===== src/rtl/jt51_sh_pkg.sv =====
// Shared types and constants for the shift-ring read-back tap.
package jt51_sh_pkg;

    typedef enum logic [1:0] {IDLE, WAIT, VALID} sh_state_t;

    // WAIT gives up after this many full rotations' worth of cen pulses
    localparam int TOUT_MUL = 2;

    function automatic int sh_idx_w(input int n);
        return (n < 2) ? 1 : $clog2(n);
    endfunction

endpackage


===== src/rtl/jt51_slot_cnt.sv =====
// Tracks which ring slot is leaving the ring on each cen cycle; sync pins slot 0.
module jt51_slot_cnt
    import jt51_sh_pkg::*;
#(
    parameter  int stages = 32,
    localparam int SW     = sh_idx_w(stages)
) (
    input  logic          clk,
    input  logic          rst,
    input  logic          cen,
    input  logic          sync,
    output logic [SW-1:0] cnt_now,
    output logic          locked
);

    logic [SW-1:0] cnt;

    // sync always wins, so a misaligned counter silently snaps back to slot 0
    assign cnt_now = sync ? '0 : cnt;

    always_ff @(posedge clk) begin
        if (rst) begin
            cnt    <= '0;
            locked <= 1'b0;
        end else if (cen) begin
            cnt <= (cnt_now == SW'(stages - 1)) ? '0 : cnt_now + 1'b1;
            if (sync) locked <= 1'b1;
        end
    end

endmodule


===== src/rtl/jt51_sh_peek.sv =====
// Read-back tap: captures the ring output when the requested slot passes.
module jt51_sh_peek
    import jt51_sh_pkg::*;
#(
    parameter  int width  = 5,
    parameter  int stages = 32,
    localparam int SW     = sh_idx_w(stages)
) (
    input  logic             clk,
    input  logic             rst,
    input  logic             cen,
    input  logic [width-1:0] ring_dout,
    input  logic             sync,
    input  logic             req,
    input  logic [SW-1:0]    req_slot,
    output logic             rd_ready,
    output logic             rd_valid,
    output logic [width-1:0] rd_data,
    output logic             rd_err,
    input  logic             rd_ack
);

    localparam int TOUT = TOUT_MUL * stages;
    localparam int TW   = $clog2(TOUT + 1);

    sh_state_t     state, state_nx;
    logic [SW-1:0] slot, cnt_now;
    logic [TW-1:0] tcnt, tcnt_inc;
    logic          locked, accept, oor, cap, tout;

    jt51_slot_cnt #(.stages(stages)) u_cnt (
        .clk     (clk),
        .rst     (rst),
        .cen     (cen),
        .sync    (sync),
        .cnt_now (cnt_now),
        .locked  (locked)
    );

    assign tcnt_inc = tcnt + 1'b1;
    assign rd_ready = (state == IDLE) && !rst;
    assign rd_valid = (state == VALID);

    always_comb begin
        state_nx = state;
        accept   = 1'b0;
        oor      = 1'b0;
        cap      = 1'b0;
        tout     = 1'b0;
        case (state)
            IDLE: if (req) begin
                accept = 1'b1;
                if ({1'b0, req_slot} >= (SW+1)'(stages)) begin
                    oor      = 1'b1;
                    state_nx = VALID;
                end else begin
                    state_nx = WAIT;
                end
            end
            // only cen cycles after acceptance are examined, never the acceptance cycle
            WAIT: if (cen) begin
                if (locked && cnt_now == slot) begin
                    cap      = 1'b1;
                    state_nx = VALID;
                end else if (tcnt_inc == TW'(TOUT)) begin
                    tout     = 1'b1;
                    state_nx = VALID;
                end
            end
            VALID: if (rd_ack) state_nx = IDLE;
            default: state_nx = IDLE;
        endcase
    end

    always_ff @(posedge clk) begin
        if (rst) begin
            state   <= IDLE;
            slot    <= '0;
            tcnt    <= '0;
            rd_data <= '0;
            rd_err  <= 1'b0;
        end else begin
            state <= state_nx;
            if (accept) begin
                slot <= req_slot;
                tcnt <= '0;
            end
            if (state == WAIT && cen && !cap) tcnt <= tcnt_inc;
            if (oor || tout) begin
                rd_data <= '0;
                rd_err  <= 1'b1;
            end
            if (cap) begin
                rd_data <= ring_dout;
                rd_err  <= 1'b0;
            end
        end
    end

endmodule

===== config.mk =====
export PLATFORM = sky130hd
export DESIGN_NAME = jt51_sh_peek
export DESIGN_NICKNAME = d
export VERILOG_FILES = /design/src/rtl/jt51_sh_pkg.sv /design/src/rtl/jt51_slot_cnt.sv /design/src/rtl/jt51_sh_peek.sv
export SDC_FILE = /design/constraint.sdc
export NUM_CORES = 1
export LEC_CHECK = 0
export ABC_AREA = 1
export BUFFER_PORTS_ARGS = -buffer_cell sky130_fd_sc_hd__buf_2
export CAP_MARGIN = 20
export CORE_MARGIN = 8
export CORE_UTILIZATION = 54
export DETAILED_ROUTE_END_ITERATION = 12
export GPL_ROUTABILITY_DRIVEN = 0
export PLACE_DENSITY = 0.8
export SETUP_SLACK_MARGIN = 0.02
export SLEW_MARGIN = 20
export SYNTH_ARGS = -nofsm -noshare
export SYNTH_HDL_FRONTEND = slang
export SYNTH_HIERARCHICAL = 1
export SYNTH_SLANG_ARGS = --single-unit

===== constraint.sdc =====
create_clock -name clk -period 2.01 [get_ports clk]
set_input_delay 0.402 -clock clk [delete_from_list [all_inputs] [get_ports clk]]
set_output_delay 0.402 -clock clk [all_outputs]
set_load 0.005 [all_outputs]

==> flow_metrics.env, run 1 <==
export IMPL_outcome="complete, no violations"
export IMPL_setup_worst_path_start_class="register"
export IMPL_yosys_warnings=6
export IMPL_global_route_overflow_total=0
export IMPL_power_net_switching_mw=0.266
export IMPL_die_y_um=66.7
export IMPL_ctsResizeCount=0
export IMPL_worst_hold_path_type="in -> reg"
export IMPL_pwr_share_seq_pct=57.0
export IMPL_cts_setup_buffers=0
export IMPL_clkLatencyLatePin_ns=0.31
export IMPL_layout_drive_gt1_share_pct=20.1
export IMPL_setup_tns_ns=0
export IMPL_setup_worst_path_end="tcnt[2]"
export IMPL_wire_per_inst_um=10.4
export IMPL_floorplan_die_width_um=66.7
export IMPL_clock_buffer_count_from_cts=3
export IMPL_syn_num_nets=230
export IMPL_power_per_cell_area_nw_per_um2=616
export IMPL_post_synth_top_area_fraction_pct=37.5
export IMPL_cap_viol_max_count=0
export IMPL_worstPathMaxFanout=10
export IMPL_via_per_inst=4.84
export IMPL_yosysSeqAreaShare_pct=37.5
export IMPL_floorplan_initialDensity_pct=56.5
export IMPL_max_slew_margin_rel_pct=78.1
export IMPL_power_static_leakage_nw=0.761
export IMPL_synth_edf_count=0
export IMPL_final_cell_mix="sky130_fd_sc_hd__nand2_1 (53), sky130_fd_sc_hd__inv_1 (32), sky130_fd_sc_hd__dfxtp_1 (26), sky130_fd_sc_hd__nor2_1 (25), sky130_fd_sc_hd__buf_2 (23)"
export IMPL_cp_end_kind="register"
export IMPL_drt_first_iter_violations=73
export IMPL_hpwlAfterDp_um=2200
export IMPL_internal_power_mw=0.712
export IMPL_core_area_um2=2450
export IMPL_min_period_over_period_pct=79.8
export IMPL_worstReg2RegStart="u_cnt/cnt[1]"
export IMPL_dr_pass1_iters=4
export IMPL_placedCellCount=265
export IMPL_async_reset_ff_share_pct=0
export IMPL_clock_power_share_pct=25.7
export IMPL_synth_largest_area_cell="sky130_fd_sc_hd__dfxtp_1"
export IMPL_setup_violations_final=0
export IMPL_timing_final_hold_violations=0
export IMPL_worstSetupPathType="reg -> reg"
export IMPL_routed_wirelength_um=2790
export IMPL_floorplan_io_pins=24
export IMPL_worst_pin_slew_ns=0.327
export IMPL_final_count_of_pins_violating_max_slew=0
export IMPL_p_comb_share_pct=17.3
export IMPL_grt_setup_unrepaired="no"
export IMPL_clkSlewWorstSetupHoldPaths_ns=0.13
export IMPL_ir_worst_vdd_uv=629
export IMPL_worst_setup_path_startpoint="u_cnt/cnt[1]"
export IMPL_grt_use_total_pct=13.1
export IMPL_critical_path_reg2reg_endpoint="tcnt[2]"
export IMPL_layout_cells_non_filler=269
export IMPL_port_buffer_count=23
export IMPL_vias=1302
export IMPL_synth_area_um2=1390
export IMPL_hold_buffers=0
export IMPL_first_global_vias=1134
export IMPL_synth_top_cells_by_area="sky130_fd_sc_hd__dfxtp_1 (38%), sky130_fd_sc_hd__nand2_1 (14%), sky130_fd_sc_hd__inv_1 (8.7%)"
export IMPL_clock_sink_count=26
export IMPL_maximum_number_of_pins_on_one_net_before_global_route_repair=17
export IMPL_synthFlopType="sky130_fd_sc_hd__dfxtp_1"
export IMPL_syn2layout_area_growth_pct=14.4
export IMPL_finClkSkew_ns=0.00121
export IMPL_postSynthRegisterBits=26
export IMPL_worst_r2r_setup_slack_ns=0.41
export IMPL_clock_fmax_mhz=624
export IMPL_power_switching_share_pct=27.2
export IMPL_route_antenna_remaining_nets=0
export IMPL_synthDistinctLibCells=22
export IMPL_cts_path_max_buffers=2
export IMPL_period_needed_ns=1.60
export IMPL_commonest_non_fill_non_tap_cell_in_the_layout="sky130_fd_sc_hd__nand2_1"
export IMPL_floorplan_die_area_um2=4440
export IMPL_grt_pass1_wl_um=4730
export IMPL_syn_instance_count=211
export IMPL_cts_tree="done"
export IMPL_fp_row_count=18
export IMPL_insertedDiodeCount=0
export IMPL_ff2ff_path_depth=12
export IMPL_cts_htree_levels=1
export IMPL_avgSynthCellArea_um2=6.57
export IMPL_final_net_count=259
export IMPL_cp_data_arrival_time_ns=1.85
export IMPL_grt_antenna_before_repair=0
export IMPL_ctsRootBufferMaster="sky130_fd_sc_hd__clkbuf_4"
export IMPL_remaining_drc_errors=0
export IMPL_critPathRequiredTime_ns=2.26
-- cells by family (layout without fill, tap and decap cells) --
kind of cell	count (synthesis)	count (layout)	synth area share, %
AOI/OAI and AO/OA	32	32	12.4
adders and majority gates	3	3	2.71
buffers and inverters	37	65	10.0
DFF	26	26	37.5
and+or+nand+nor	113	113	37.4
-- power groups by stage --
stage                     Sequential, mW  Combinational, mW  Clock [mW]
final                              0.557              0.169       0.251
after global routing               0.561              0.196       0.284
after CTS                          0.558              0.170       0.265
after detailed placement           0.568              0.168           0
after global placement             0.568              0.166           0
after floorplan                    0.565              0.118           0
-- stage by stage --
stage	worst slack [ns]	cell area (um2)	total power, mW	hold WS (ns)	utilization (%)
final	0.407	1590	0.978	0.311	64.6
after global routing	0.177	1590	1.04	0.303	64.6
after CTS	0.391	1590	0.993	0.303	64.6
after detailed placement	0.221	1550	0.736	0.458	63.1
after global placement	0.249	1550	0.734	0.449	63.1
after floorplan	0.518	1390	0.683	0.434	-
-- registers in the layout, indices dropped and copies added (netlist names) --
| register | flops |
|---|---|
| rd_data | 5 |
| u_cnt/cnt | 5 |
| tcnt | 7 |
| u_cnt/locked | 1 |
| state | 2 |
| slot | 5 |
| rd_err | 1 |
-- area by class of cell --
class / count / area (um2)
multi-input cells: 148 / 727
repair buffers: 25 / 130
clock buffers: 4 / 36.3
inverters: 36 / 135
flip-flops and latches: 26 / 520
fillers: 239 / 868
well taps: 30 / 37.5
-- worst min-delay path by stage --
stage	depth (start not counted)	endpoint	from
2_1_floorplan	2	slot[0]	slot[0]
3_3_place_gp	2	u_cnt/locked	u_cnt/locked
3_5_place_dp	2	slot[0]	slot[0]
4_1_cts	3	slot[2]	req_slot[2]
5_1_grt	3	slot[2]	req_slot[2]
6_report	3	slot[2]	req_slot[2]
-- critical path: stages (launching register included) --
cell	delay, ns
sky130_fd_sc_hd__dfxtp_1	0.35
sky130_fd_sc_hd__inv_1	0.06
sky130_fd_sc_hd__nor2_1	0.19
sky130_fd_sc_hd__inv_1	0.06
sky130_fd_sc_hd__nand2_1	0.06
sky130_fd_sc_hd__nand2_1	0.04
sky130_fd_sc_hd__nor2_1	0.14
sky130_fd_sc_hd__nand3_1	0.11
sky130_fd_sc_hd__nand2_1	0.08
sky130_fd_sc_hd__inv_2	0.10
sky130_fd_sc_hd__nor2_4	0.16
sky130_fd_sc_hd__nand2_1	0.07
sky130_fd_sc_hd__a21oi_1	0.12
-- Yosys cell counts, types with 2 or more instances --
| library cell | number |
|---|---|
| sky130_fd_sc_hd__nor2_1 | 25 |
| sky130_fd_sc_hd__nor3_1 | 2 |
| sky130_fd_sc_hd__dfxtp_1 | 26 |
| sky130_fd_sc_hd__inv_1 | 32 |
| sky130_fd_sc_hd__nor2_4 | 3 |
| sky130_fd_sc_hd__nand4_1 | 2 |
| sky130_fd_sc_hd__nand2_2 | 5 |
| sky130_fd_sc_hd__a211oi_1 | 3 |
| sky130_fd_sc_hd__a21oi_1 | 19 |
| sky130_fd_sc_hd__o21ai_0 | 8 |
| sky130_fd_sc_hd__nand3_1 | 16 |
| sky130_fd_sc_hd__ha_1 | 3 |
| sky130_fd_sc_hd__nand2_1 | 53 |
| sky130_fd_sc_hd__inv_2 | 4 |
| sky130_fd_sc_hd__nor2_2 | 3 |
-- per-layer routing --
| metal | global-route usage [%] | part of all wire, % | wire length (um) | up-vias |
|---|---|---|---|---|
| li1 | - | - | - | 724 |
| met5 | 0 | 0 | 0 | - |
| met3 | 3.19 | 3.2 | 88 | 4 |
| met1 | 17.0 | 49 | 1370 | 559 |
| met4 | 5.33 | 1.1 | 31 | 0 |
| met2 | 20.2 | 47 | 1300 | 15 |
(Power assumes the default switching activity.)
==> run 2: changes to the inputs <==
- ABC_AREA: 1 -> 0
- CORE_UTILIZATION: 54 -> 55
- PLACE_DENSITY: 0.8 -> 0.81
- clock period: 2.01 -> 1.5 ns (I/O delays scaled with it)
==> run 2 against run 1 <==
The run now ends with negative setup slack left. Critical endpoint is now u_cnt/cnt[2]. Global-route usage grew 6.3 points. Die area grew 2.4%. Cell count shrank 12%. Synthesized area grew 5.1%. Highest routed layer unchanged. Largest power group unchanged. Setup slack lost 0.67 ns.
==> flow_metrics.env, run 2 <==
export IMPL_clock_buffer_count_from_cts=3
export IMPL_hold_slack_ns=0.198
export IMPL_final_cell_mix="sky130_fd_sc_hd__buf_4 (25), sky130_fd_sc_hd__buf_2 (23), sky130_fd_sc_hd__dfxtp_1 (20), sky130_fd_sc_hd__nor2_1 (12), sky130_fd_sc_hd__nand2_1 (10)"
export IMPL_async_reset_ff_share_pct=0
export IMPL_syn_instance_count=160
export IMPL_worstSetupPathType="reg -> reg"
export IMPL_timing_final_hold_violations=0
export IMPL_die_y_um=67.5
export IMPL_port_buffer_count=23
export IMPL_critPathRequiredTime_ns=1.75
export IMPL_vias=1446
export IMPL_critPathMaxStageDelay_ns=0.36
export IMPL_ff2ff_path_depth=6
export IMPL_timing_critical_path_mode_cell="sky130_fd_sc_hd__ha_4"
export IMPL_postLayoutSetupSlackWorst_ns=-0.261
export IMPL_place_ws_ns=-0.254
export IMPL_clkSlewWorstSetupHoldPaths_ns=0.15
export IMPL_routed_wirelength_um=4440
export IMPL_clock_sink_count=26
export IMPL_grt_setup_unrepaired="yes"
export IMPL_total_power_mw=1.53
export IMPL_max_flop_register="tcnt"
export IMPL_dr_pass1_iters=4
export IMPL_cts_path_max_buffers=2
export IMPL_yosysSeqAreaShare_pct=35.7
export IMPL_ir_worst_vdd_uv=817
export IMPL_worst_pin_slew_ns=0.366
export IMPL_ctsRootBufferMaster="sky130_fd_sc_hd__clkbuf_4"
export IMPL_wire_per_inst_um=18.7
export IMPL_violations="negative setup slack"
export IMPL_worstPathMaxFanout=4
export IMPL_power_per_cell_area_nw_per_um2=772
export IMPL_core_area_um2=2500
export IMPL_first_global_vias=1500
export IMPL_path_depth=6
export IMPL_top_layer_used_by_detailed_routing="met4"
export IMPL_grt_use_total_pct=19.4
export IMPL_avgSynthCellArea_um2=9.10
export IMPL_remaining_drc_errors=0
export IMPL_setup_worst_path_start_class="register"
export IMPL_cap_viol_max_count=0
export IMPL_cp_top_family="simple AND/OR/NAND/NOR gates"
export IMPL_yosys_warnings=6
export IMPL_postSynthRegisterBits=26
export IMPL_max_slew_margin_rel_pct=75.6
export IMPL_fp_row_count=18
export IMPL_synth_edf_count=0
export IMPL_synth_most_common_cell="sky130_fd_sc_hd__dfxtp_1"
export IMPL_finClkSkew_ns=0.00912
export IMPL_floorplan_die_width_um=67.5
export IMPL_final_count_of_pins_violating_max_slew=0
export IMPL_worst_path_buf_inv=0
export IMPL_floorplan_initialDensity_pct=58.3
export IMPL_syn2layout_area_growth_pct=36.1
export IMPL_critical_path_reg2reg_endpoint="u_cnt/cnt[2]"
export IMPL_worst_r2r_setup_slack_ns=-0.26
export IMPL_final_net_count=227
export IMPL_post_synth_top_area_fraction_pct=35.7
export IMPL_layout_drive_gt1_share_pct=42.0
export IMPL_worst_setup_path_startpoint="u_cnt/cnt[0]"
export IMPL_detailroute_wirelength_met3_um=115
export IMPL_synthTopCellsByCount="sky130_fd_sc_hd__dfxtp_1 (26), sky130_fd_sc_hd__nor2_1 (12), sky130_fd_sc_hd__nand2_1 (11)"
export IMPL_grt_pass1_wl_um=6800
export IMPL_synth_largest_area_cell="sky130_fd_sc_hd__dfxtp_1"
export IMPL_cp_data_arrival_time_ns=2.02
export IMPL_synthDistinctLibCells=48
export IMPL_setup_worst_path_end="u_cnt/cnt[2]"
export IMPL_post_route_util_pct=79.3
export IMPL_route_antenna_remaining_nets=0
export IMPL_cp_end_kind="register"
export IMPL_floorplan_die_area_um2=4550
export IMPL_floorplan_io_pins=24
export IMPL_cts_tree="done"
export IMPL_insertedDiodeCount=0
export IMPL_clock_fmax_mhz=568
export IMPL_flip_flop_count_of_the_largest_register_all_copies_and_words_added=7
export IMPL_grt_antenna_before_repair=0
export IMPL_period_needed_ns=1.76
export IMPL_met2_length_um=2470
export IMPL_worstReg2RegStart="u_cnt/cnt[0]"
export IMPL_syn_num_nets=179
export IMPL_min_period_over_period_pct=117
export IMPL_synth_area_um2=1460
export IMPL_synthFlopType="sky130_fd_sc_hd__dfxtp_1"
export IMPL_synth_top_cells_by_area="sky130_fd_sc_hd__dfxtp_1 (36%), sky130_fd_sc_hd__mux2i_1 (5.5%), sky130_fd_sc_hd__xnor2_2 (4.5%)"
export IMPL_worst_hold_path_type="in -> reg"
export IMPL_cts_htree_levels=1
export IMPL_slowest_cell_on_the_critical_path="sky130_fd_sc_hd__dfxtp_2"
export IMPL_commonest_non_fill_non_tap_cell_in_the_layout="sky130_fd_sc_hd__buf_4"
export IMPL_power_static_leakage_nw=0.770
export IMPL_crit_path_cells="and2b_2 -> ha_4 -> and3_4 -> ha_4 -> or3_1 -> a21oi_1"
export IMPL_via_per_inst=6.10
export IMPL_maximum_number_of_pins_on_one_net_before_global_route_repair=20
export IMPL_hpwlAfterDp_um=2910
export IMPL_drt_first_iter_violations=128
export IMPL_setup_violations_final=14
export IMPL_outcome="complete, but fails checks"
export IMPL_wl_met1_um=1750
export IMPL_clkLatencyLatePin_ns=0.34
export IMPL_global_route_overflow_total=0
[run 2: cell types whose count changed in the layout (fill, tap and decap cells not counted), moves of 4 or more]
cell / previous run / this run
sky130_fd_sc_hd__o32ai_1: 0 / 4
sky130_fd_sc_hd__and2b_2: 0 / 4
sky130_fd_sc_hd__buf_4: 2 / 25
sky130_fd_sc_hd__dfxtp_2: 0 / 6
sky130_fd_sc_hd__inv_2: 4 / 0
sky130_fd_sc_hd__nor2_1: 25 / 12
sky130_fd_sc_hd__dfxtp_1: 26 / 20
sky130_fd_sc_hd__nand2_2: 5 / 1
sky130_fd_sc_hd__nand3_1: 16 / 4
sky130_fd_sc_hd__inv_1: 32 / 9
sky130_fd_sc_hd__o22ai_1: 0 / 4
sky130_fd_sc_hd__a21oi_1: 19 / 3
sky130_fd_sc_hd__nand2_1: 53 / 10
sky130_fd_sc_hd__mux2i_1: 0 / 7
[run 2: power breakdown]
part,switching [mW],internal (mW),total [mW]
registers,0.0302,0.714,0.744
clock network,0.226,0.271,0.497
logic,0.152,0.137,0.288
[run 2: how the worst min path moves through the flow]
stage	start	cells after the start	end
2_1_floorplan	rst	1	u_cnt/cnt[2]
5_1_grt	req_slot[2]	3	slot[2]
6_report	req_slot[2]	3	slot[2]
4_1_cts	req_slot[1]	3	slot[1]
3_3_place_gp	rd_data[3]	2	rd_data[3]
3_5_place_dp	rd_data[1]	2	rd_data[1]
[run 2: cells by family after synthesis]
kind of cell | share of synthesized area [%]
adder cells (fa/ha/maj) | 2.58
AND/OR/NAND/NOR | 27.6
flip-flops | 35.7
buffers and inverters | 5.41
AO/OA/AOI/OAI | 18.1
multiplexers | 5.50
XOR/XNOR | 5.07
[run 2: area by class of cell]
cell class,instances,area (um2)
Multi-Input combinational cell,118,1010
Sequential cell,26,528
Fill cell,141,518
Timing Repair Buffer,49,314
Inverter,10,37.5
Tap cell,30,37.5
Clock inverter,1,30.0
Clock buffer,3,22.5
[run 2: tightest hold or removal path, stage by stage]
cell and delay [ns]:
sky130_fd_sc_hd__buf_2 0.08, sky130_fd_sc_hd__mux2i_1 0.06, sky130_fd_sc_hd__nor2_1 0.07
[run 2: what timing repair did]
action                                  CTS  global route
pin swaps                                 8             4
endpoints found under the setup margin   16            20
hold buffers                              0             0
gates resized for setup                  11            13
setup buffers                             1             1
hold endpoints to repair                  0             0
[run 2: metal layers]
layer  track usage (%)  vias to the layer above
li1                  -                      686
met1              19.3                      715
met2              37.5                       35
met3              2.48                       10
met4              10.7                        0
met5                 0                        -
[run 2: through the flow]
step	TNS (ns)	instances	area (um2)
after CTS	-0.244	236	1900
after floorplan	-0.0189	160	1500
after global routing	-1.59	237	1980
final	-0.896	237	1980
after global placement	-2.11	231	1790
after detailed placement	-3.65	231	1790
==> run 3: changes to the inputs <==
- CORE_UTILIZATION: 55 -> 54
- SYNTH_HIERARCHICAL: 1 -> not set
- clock period: 1.5 -> 1.65 ns (I/O delays scaled with it)
==> run 3 against run 2 <==
The run still ends with negative setup slack left. Die area down 5.6%. Synthesized area is 9.0% lower. Clock-buffer cell count increased by 1. Design area down 2.5%. Sequential share of layout area increased by 1.8 points. First-iteration DRC count down 43%. Non-clock buffer count rose by 4. Via count down 7.9%. Combinational power decreased by 30%. Utilization is 0.89 points higher. Clock skew is 0.0074 ns lower. Flip-flop and latch count did not move. Critical endpoint is now tcnt[5].
==> flow_metrics.env, run 3 <==
export IMPL_outcome="complete, but fails checks"
export IMPL_min_delay_worst_endpoint="rd_data[1]"
export IMPL_post_route_util_pct=80.2
export IMPL_ff2ff_path_depth=8
export IMPL_floorplan_die_width_um=65.5
export IMPL_detailed_place_area_um2=1640
export IMPL_violations="negative setup slack"
export IMPL_finClkSkew_ns=0.00177
export IMPL_grt_antenna_before_repair=0
export IMPL_final_count_of_pins_violating_max_slew=0
export IMPL_worst_hold_path_type="in -> reg"
export IMPL_ctsRootBufferMaster="sky130_fd_sc_hd__clkbuf_4"
export IMPL_power_static_leakage_nw=0.833
export IMPL_floorplan_initialDensity_pct=55.0
export IMPL_cp_data_arrival_time_ns=1.97
export IMPL_multi_input_area_um2=938
export IMPL_critPathMaxStageDelay_ns=0.38
export IMPL_cts_path_max_buffers=2
export IMPL_cap_viol_max_count=0
export IMPL_drt_first_iter_violations=73
export IMPL_syn_instance_count=155
export IMPL_seqCellArea_um2=549
export IMPL_grt_setup_unrepaired="yes"
export IMPL_min_from="ring_dout[1]"
export IMPL_synthFlopType="sky130_fd_sc_hd__dfxtp_1"
export IMPL_route_antenna_remaining_nets=0
export IMPL_synth_largest_area_cell="sky130_fd_sc_hd__dfxtp_1"
export IMPL_slowest_cell_on_the_critical_path="sky130_fd_sc_hd__dfxtp_4"
export IMPL_syn2layout_area_growth_pct=45.8
export IMPL_synth_top_cells_by_area="sky130_fd_sc_hd__dfxtp_1 (39%), sky130_fd_sc_hd__nor2_1 (7.1%), sky130_fd_sc_hd__mux2i_1 (6.0%)"
export IMPL_min_path_cells=3
export IMPL_async_reset_ff_share_pct=0
export IMPL_floorplan_io_pins=24
export IMPL_clock_fmax_mhz=573
export IMPL_worstSetupPathType="reg -> reg"
export IMPL_yosysSeqAreaShare_pct=39.3
export IMPL_floorplan_die_area_um2=4290
export IMPL_global_route_overflow_total=0
export IMPL_hpwlAfterDp_um=2340
export IMPL_crit_path_cells="nand4bb_4 -> o22ai_4 -> o22ai_4 -> buf_6 -> o21ai_4 -> buf_6 -> nor3_1 -> a211o_1"
export IMPL_place_ws_ns=-0.213
export IMPL_final_net_count=227
export IMPL_core_area_um2=2410
export IMPL_avgSynthCellArea_um2=8.55
export IMPL_clock_buffer_count_from_cts=3
export IMPL_hold_buffers=0
export IMPL_finish_instance_area_um2=1930
export IMPL_synth_edf_count=0
export IMPL_commonest_non_fill_non_tap_cell_in_the_layout="sky130_fd_sc_hd__buf_4"
export IMPL_total_power_mw=1.19
export IMPL_clock_sink_count=26
export IMPL_power_per_cell_area_nw_per_um2=614
export IMPL_postLayoutSetupSlackWorst_ns=-0.0938
export IMPL_max_flop_register="tcnt"
export IMPL_worst_pin_slew_ns=0.332
export IMPL_worstReg2RegStart="slot[1]"
export IMPL_die_y_um=65.5
export IMPL_worst_r2r_setup_slack_ns=-0.09
export IMPL_grt_pass1_wl_um=5640
export IMPL_min_period_over_period_pct=106
export IMPL_cts_htree_levels=1
export IMPL_critical_path_reg2reg_endpoint="tcnt[5]"
export IMPL_synth_area_um2=1330
export IMPL_cp_end_kind="register"
export IMPL_synthDistinctLibCells=39
export IMPL_routed_wirelength_um=3710
export IMPL_period_needed_ns=1.74
export IMPL_yosys_warnings=0
export IMPL_timing_final_hold_violations=0
export IMPL_critPathRequiredTime_ns=1.88
export IMPL_maximum_number_of_pins_on_one_net_before_global_route_repair=15
export IMPL_first_global_vias=1347
export IMPL_wire_per_inst_um=15.6
export IMPL_port_buffer_count=23
export IMPL_clkLatencyLatePin_ns=0.32
export IMPL_grt_use_total_pct=16.3
export IMPL_final_cell_mix="sky130_fd_sc_hd__buf_4 (25), sky130_fd_sc_hd__nor2_1 (24), sky130_fd_sc_hd__buf_2 (23), sky130_fd_sc_hd__dfxtp_1 (15), sky130_fd_sc_hd__nand2_1 (11)"
export IMPL_setup_worst_path_start_class="register"
export IMPL_synth_most_common_cell="sky130_fd_sc_hd__dfxtp_1"
export IMPL_cp_top_family="compound AO/OA/AOI/OAI gates"
export IMPL_clkSlewWorstSetupHoldPaths_ns=0.14
export IMPL_worstPathMaxFanout=5
export IMPL_via_per_inst=5.62
export IMPL_dr_pass1_iters=4
export IMPL_syn_num_nets=174
export IMPL_vias=1332
export IMPL_layout_drive_gt1_share_pct=49.3
export IMPL_synthTopCellsByCount="sky130_fd_sc_hd__dfxtp_1 (26), sky130_fd_sc_hd__nor2_1 (25), sky130_fd_sc_hd__nand2_1 (14)"
export IMPL_fillCellCount=149
export IMPL_max_slew_margin_rel_pct=77.8
export IMPL_post_synth_top_area_fraction_pct=39.3
export IMPL_flip_flop_count_of_the_largest_register_all_copies_and_words_added=7
export IMPL_fp_row_count=18
export IMPL_postSynthRegisterBits=26
export IMPL_setup_violations_final=7
export IMPL_insertedDiodeCount=0
export IMPL_ir_worst_vdd_uv=540
export IMPL_worst_path_buf_inv=2
export IMPL_cts_tree="done"
export IMPL_remaining_drc_errors=0
==> run 3: changes by cell type after synthesis, moves of 4 or more <==
cell / before / now
sky130_fd_sc_hd__inv_1: 9 / 3
sky130_fd_sc_hd__xnor2_2: 4 / 0
sky130_fd_sc_hd__nor4b_1: 4 / 0
sky130_fd_sc_hd__and2b_2: 4 / 0
sky130_fd_sc_hd__a21oi_1: 4 / 8
sky130_fd_sc_hd__o21ai_0: 8 / 3
sky130_fd_sc_hd__o32ai_1: 5 / 0
sky130_fd_sc_hd__nor3_1: 5 / 10
sky130_fd_sc_hd__nor2b_1: 1 / 5
sky130_fd_sc_hd__nor2_1: 12 / 25
==> run 3: tightest hold or removal path: cells and delay by family <==
kind                   cells  cell delay [ns]
buffers and inverters      1             0.10
and+or+nand+nor            1             0.04
AOI/OAI and AO/OA          1             0.05
==> run 3: routing by layer <==
layer	vias to the layer above	wire (um)	global-route usage, %
met5	-	0	0
met2	34	1970	28.9
li1	653	-	-
met1	633	1480	17.0
met3	12	166	3.74
met4	0	87	10.4
==> run 3: area by class of cell <==
type | instances | share of cell area [%]
clock buffer | 4 | 1.88
timing repair buffer | 53 | 18.6
tap | 30 | 1.94
multi-input combinational | 121 | 48.6
inverter | 3 | 0.583
sequential | 26 | 28.4
==> run 3: how the worst max path moves through the flow <==
stage                     startpoint  cells past startpoint      endpoint
after floorplan              tcnt[2]                      6    rd_data[1]
after global placement          sync                      8    rd_data[4]
after detailed placement        sync                     10  u_cnt.cnt[3]
after CTS                    slot[3]                      8       tcnt[5]
after global routing         slot[1]                      8       tcnt[5]
final                        slot[1]                      8       tcnt[5]
==> run 3: stage by stage <==
stage | hold WS (ns) | TNS [ns] | std cells
6_report | 0.229 | -0.458 | 237
2_1_floorplan | 0.437 | 0 | 155
3_5_place_dp | 0.484 | -1.87 | 228
5_1_grt | 0.219 | -1.39 | 237
3_3_place_gp | 0.466 | -1.05 | 228
4_1_cts | 0.216 | -0.155 | 235
==> run 3: logic make-up after synthesis <==
family	after synthesis	synth area share [%]
adder cells (fa/ha/maj)	3	2.83
AO/OA/AOI/OAI	28	15.0
multiplexers	9	6.89
XOR/XNOR	3	1.98
flip-flops	26	39.3
buffers and inverters	8	2.46
AND/OR/NAND/NOR	78	31.5
==> run 3: timing repair <==
item | CTS | global route
buffers inserted | 4 | 3
pin swaps | 6 | 20
cloned | 1 | 0
gates resized for setup | 22 | 33
setup endpoints to repair | 12 | 15
==> run 3: where the power goes <==
group / total, mW / internal [mW] / switching, mW / leakage, nW
clock network: 0.325 / 0.135 / 0.190 / 0.0210
logic: 0.202 / 0.102 / 0.0995 / 0.594
registers: 0.660 / 0.641 / 0.0196 / 0.218
total: 1.19 / 0.878 / 0.309 / 0.833
